### config.mk
export PLATFORM = sky130hd
export DESIGN_NAME = serial_chunk_adder
export DESIGN_NICKNAME = d
export VERILOG_FILES = /design/src/rtl/serial_chunk_adder.sv
export SDC_FILE = /design/constraint.sdc
export NUM_CORES = 1
export LEC_CHECK = 0
export ABC_AREA = 1
export CAP_MARGIN = 10
export CORE_MARGIN = 2
export CORE_UTILIZATION = 45
export DETAILED_ROUTE_END_ITERATION = 10
export GPL_TIMING_DRIVEN = 0
export PLACE_DENSITY_LB_ADDON = 0.3
export SLEW_MARGIN = 0
export SYNTH_ARGS = -nofsm -noshare
export SYNTH_HDL_FRONTEND = slang
export SYNTH_SLANG_ARGS = --single-unit
### constraint.sdc
create_clock -name clk -period 2.8 [get_ports clk]
set_input_delay 0.56 -clock clk [delete_from_list [all_inputs] [get_ports clk]]
set_output_delay 0.56 -clock clk [all_outputs]
set_load 0.01 [all_outputs]
### src/rtl/serial_chunk_adder.sv
// serial_chunk_adder
//   Multi-cycle WIDTH-bit adder computing a + b + cin, CHUNK bits per clock.
//   The LSB chunk is added first. A carry flop links consecutive chunks.
//   Handshake: start is accepted while idle, busy covers the run, and done
//   pulses for one cycle when sum/cout/ovf are updated.

module serial_chunk_adder #(
    parameter int WIDTH = 8,
    parameter int CHUNK = 1
) (
    input  logic             clk,
    input  logic             rst,
    input  logic             start,
    input  logic [WIDTH-1:0] a,
    input  logic [WIDTH-1:0] b,
    input  logic             cin,
    output logic             busy,
    output logic             done,
    output logic [WIDTH-1:0] sum,
    output logic             cout,
    output logic             ovf
);

    localparam int N     = WIDTH / CHUNK;
    localparam int CNT_W = (N > 1) ? $clog2(N) : 1;
    localparam logic [CNT_W-1:0] LAST = CNT_W'(N - 1);

    localparam logic [0:0] IDLE = 1'b0;
    localparam logic [0:0] RUN  = 1'b1;

    // Reject parameter combinations that cannot be split into whole chunks.
    generate
        if (WIDTH < 2 || CHUNK < 1 || CHUNK > WIDTH || (WIDTH % CHUNK) != 0) begin : g_bad_params
            $error("serial_chunk_adder: WIDTH must be >= 2 and a multiple of CHUNK");
        end
    endgenerate

    logic [0:0]       state;
    logic [CNT_W-1:0] cnt;
    logic [WIDTH-1:0] op_a;
    logic [WIDTH-1:0] op_b;
    logic [WIDTH-1:0] res;
    logic             carry;

    logic [CHUNK-1:0] chunk_sum;
    logic             chunk_cout;
    logic             msb_cin;
    logic [WIDTH-1:0] chunk_wide;
    logic [WIDTH-1:0] next_res;

    assign busy = (state == RUN);

    // CHUNK-bit ripple full-adder chain over the low bits of both operands.
    always_comb begin
        logic cy;
        // NOTE: every output of a combinational block gets a default first so
        // no path leaves it unassigned, which would otherwise infer a latch.
        chunk_sum = '0;
        msb_cin   = carry;
        cy        = carry;
        for (int i = 0; i < CHUNK; i++) begin
            // Carry entering the top bit of the chunk; on the last step this is
            // the carry into the operand MSB, needed for signed overflow.
            if (i == CHUNK - 1) begin
                msb_cin = cy;
            end
            chunk_sum[i] = op_a[i] ^ op_b[i] ^ cy;
            cy           = (op_a[i] & op_b[i]) | (cy & (op_a[i] ^ op_b[i]));
        end
        chunk_cout = cy;
    end

    // Result register shifts right by CHUNK, new chunk enters from the top.
    always_comb begin
        chunk_wide                = '0;
        chunk_wide[CHUNK-1:0]     = chunk_sum;
        next_res = (res >> CHUNK) | (chunk_wide << (WIDTH - CHUNK));
    end

    // Control FSM, operand shift registers, carry flop and result outputs.
    always_ff @(posedge clk or posedge rst) begin
        // NOTE: clocked state uses non-blocking assignments so every register
        // samples the pre-edge values, independent of statement order.
        if (rst) begin
            state <= IDLE;
            cnt   <= '0;
            op_a  <= '0;
            op_b  <= '0;
            res   <= '0;
            carry <= 1'b0;
            done  <= 1'b0;
            sum   <= '0;
            cout  <= 1'b0;
            ovf   <= 1'b0;
        end else begin
            done <= 1'b0;
            case (state)
                IDLE: begin
                    if (start) begin
                        op_a  <= a;
                        op_b  <= b;
                        carry <= cin;
                        cnt   <= '0;
                        state <= RUN;
                    end
                end
                RUN: begin
                    op_a  <= op_a >> CHUNK;
                    op_b  <= op_b >> CHUNK;
                    carry <= chunk_cout;
                    res   <= next_res;
                    if (cnt == LAST) begin
                        sum   <= next_res;
                        cout  <= chunk_cout;
                        ovf   <= msb_cin ^ chunk_cout;
                        done  <= 1'b1;
                        cnt   <= '0;
                        state <= IDLE;
                    end else begin
                        cnt <= cnt + CNT_W'(1);
                    end
                end
                default: state <= IDLE;
            endcase
        end
    end

endmodule

==> reports/results.tsv <==
stage	metric	value	unit
run_status	status	completed	
min_path	min_path_cells	2	
job	cap_violations	0	
routing	drt_wl_total	2.94	mm
finish	seqCellArea	976	um^2
timing	finalCritPeriodShare	0.623	
timing	worst_slack	1.06	ns
floorplan	die_w	65.3	um
finish	fillerInstances	332	
grt	grt_overflow	0	
setup_path	ff2ff_setup_slack	1.41	ns
timing	max_freq	573	MHz
timing	hold_ws	0.475	ns
placed_design	dp_hpwl	2.10	mm
power_and_ir_drop	intPower	1350	uW
yosys	synth_fp_nets	204	
finish	syn2layout_area_growth	26.1	%
timing	setup_viol	0	
clock_network	ctsResizeCount	0	
power_and_ir_drop	seqPwrFrac	0.428	
setup_path	worstReg2RegEnd	ovf	
clock_network	cts_tree	done	
clock_network	clk_pin_slew_worst_paths	0.07	ns
finish	multi_input_area	589	um^2
setup_path	required	2.24	ns
yosys	netlist_area	1690	um^2
finish	nNetsFinal	241	
clock_network	post_cts_buffers	0	
timing	rsz0062_at_grt	no	
placed_design	port_buffers	30	
yosys	synth.distinct_cells	16	
clock_network	cts_buffers	5	
power_and_ir_drop	clkPwrFrac	0.169	
clock_network	clkLatencyLatePin	0.29	ns
floorplan	die_area	4270	um^2
power_and_ir_drop	p_sw_frac	0.358	
power_and_ir_drop	power_switching	756	uW
setup_path	crit_family	buffers and inverters	
yosys	netlist.area_leader.share	0.576	
timing	hold_viol_final	0	
routing	wire_per_inst	11.0	um
placed_design	gp_congestion	0.791	
clock_network	cts_sinks	39	
clock_network	cts_hold_buffers	0	
routing	vias	1274	
placed_design	pre_cts_slack	1.18	ns
timing	worst_pin_slew	0.763	ns
grt	grt_pass1_vias	1255	
grt	grt_pass1_wl	5.35	mm
yosys	synth.largest_area_cell	dfrtp_1	
setup_path	crit_chain	clkdlybuf4s50_1	
clock_network	htreeDepth	2	
setup_path	path_class	reg -> out	
finish	antenna_cells	0	
setup_path	arrival	1.18	ns
yosys	syn_inst	181	
grt	grt_max_degree	40	
grt	grtUsageTotal	0.168	
floorplan	start_util	0.466	
finish	drive_above_1_share	0.128	
timing	skew	0.00237	ns
setup_path	cpPeakStageDelay	0.54	ns
clock_network	cts_buffer_depth	2	
setup_path	cp_max_fo	2	
power_and_ir_drop	p_leak	0.00103	uW
yosys	synth.avg_cell_area	9.35	um^2
timing	drv_slew	0	
min_path	worstHoldStart	op_a[7]	
setup_path	crit_path_start_kind	flip-flop	
floorplan	core_area	3630	um^2
power_and_ir_drop	p_per_area	988	nW/um^2
yosys	synth.area.top_cells	dfrtp_1, nand2_1, nand3_1, o21ai_2, buf_6	
floorplan	design.portCount	32	
setup_path	worstSetupEndpointType	output port	
yosys	yosysSeqAreaShare	0.576	
routing	drt-initial-drc-count	66	
setup_path	rr_startpoint	cnt[0]	
yosys	synth_warnings	0	
routing	ant_nets	0	
routing	via_per_inst	4.77	
floorplan	die_h	65.3	um
timing	slew_headroom	0.491	
clock_network	cts_root_buffer	clkbuf_8	
min_path	holdCritPathClass	reg -> reg	
routing	drc	0	
timing	fin_crit	1.74	ns
power_and_ir_drop	peakVddDrop	0.413	mV
min_path	holdPathEnd	op_a[7]	
yosys	ys_ff_latch	39	
power_and_ir_drop	combPwrFrac	0.403	
setup_path	path_buf_inv	1	
setup_path	reg2reg_depth	6	
power_and_ir_drop	power.total	2110	uW
grt	antenna_found_initial	0	
setup_path	cp_slowest_cell	clkdlybuf4s50_1	
floorplan	rows	22	
routing	drtPass1Iterations	4	
timing	finalSetupTns	0	ns
==> sequential cells by signal, summed over array words and instances (netlist names) <==
name   count
res        7
done       1
busy       1
cout       1
ovf        1
carry      1
sum        8
op_b       8
op_a       8
cnt        3
==> cell usage after synthesis <==
cell	instances
o21ai_2	8
fa_1	1
nor2_4	1
nand2_1	65
buf_4	2
inv_4	1
dfrtp_1	39
buf_2	4
nand2_4	1
clkinv_1	1
inv_1	10
o21ai_0	7
ha_1	2
nand3_1	33
nor2_1	2
buf_6	4
==> how the worst max path moves through the flow <==
| stage | from | to | slack [ns] | depth (start not counted) |
|---|---|---|---|---|
| global route | busy | busy | 1.01 | 1 |
| finish | busy | busy | 1.06 | 1 |
| floorplan | rst | busy | 1.35 | 1 |
| detailed placement | rst | sum[0] | 1.18 | 2 |
| CTS | busy | busy | 1.04 | 1 |
| global placement | rst | sum[1] | 0.55 | 2 |
==> metal layers <==
| layer | vias to the layer above | share of wire | global-route usage |
|---|---|---|---|
| met5 | - | 0 | 0 |
| met4 | 0 | 0.017 | 0.0625 |
| met3 | 6 | 0.045 | 0.0582 |
| met2 | 28 | 0.48 | 0.293 |
| met1 | 590 | 0.46 | 0.189 |
| li1 | 650 | - | - |
==> power by group through the flow <==
stage | clock (uW) | combinational [uW] | sequential [uW]
after detailed placement | 0 | 863 | 913
after global placement | 0 | 842 | 905
after floorplan | 0 | 554 | 926
final | 357 | 849 | 903
after CTS | 365 | 867 | 905
after global routing | 401 | 965 | 928
==> kinds of logic after synthesis <==
group                      count (synthesis)  synth area share
adders and majority gates                  3            0.0266
AOI/OAI and AO/OA                         15            0.0621
buffers and inverters                     22            0.0754
and+or+nand+nor                          102             0.259
DFF                                       39             0.576
==> through the flow <==
step                      instances  utilization  cell area [um^2]
after floorplan                 181            -              1690
after global placement          259        0.565              2050
after detailed placement        259        0.565              2050
after CTS                       267        0.587              2130
after global routing            267        0.587              2130
final                           267        0.587              2130
==> placed cells by master, fill, tap and decap left out <==
| cell type | n |
|---|---|
| buf_2 | 4 |
| buf_4 | 2 |
| buf_6 | 4 |
| clkbuf_1 | 2 |
| clkbuf_8 | 5 |
| clkdlybuf4s50_1 | 30 |
| clkinv_1 | 1 |
| clkinv_2 | 1 |
| dfrtp_1 | 39 |
| fa_1 | 1 |
| ha_1 | 2 |
| inv_1 | 9 |
| inv_2 | 1 |
| inv_4 | 1 |
| nand2_1 | 65 |
| nand2_4 | 1 |
| nand3_1 | 33 |
| nor2_1 | 2 |
| nor2_4 | 1 |
| o21ai_0 | 7 |
| o21ai_2 | 8 |
==> cell type report <==
class / instances / share of cell area
Buffer: 10 / 0.0375
Clock buffer: 7 / 0.0358
Clock inverter: 1 / 0.00234
Inverter: 12 / 0.0223
Multi-Input combinational cell: 120 / 0.276
Sequential cell: 39 / 0.457
Tap cell: 48 / 0.0281
Timing Repair Buffer: 30 / 0.141
Power figures use the tool's default switching activity.
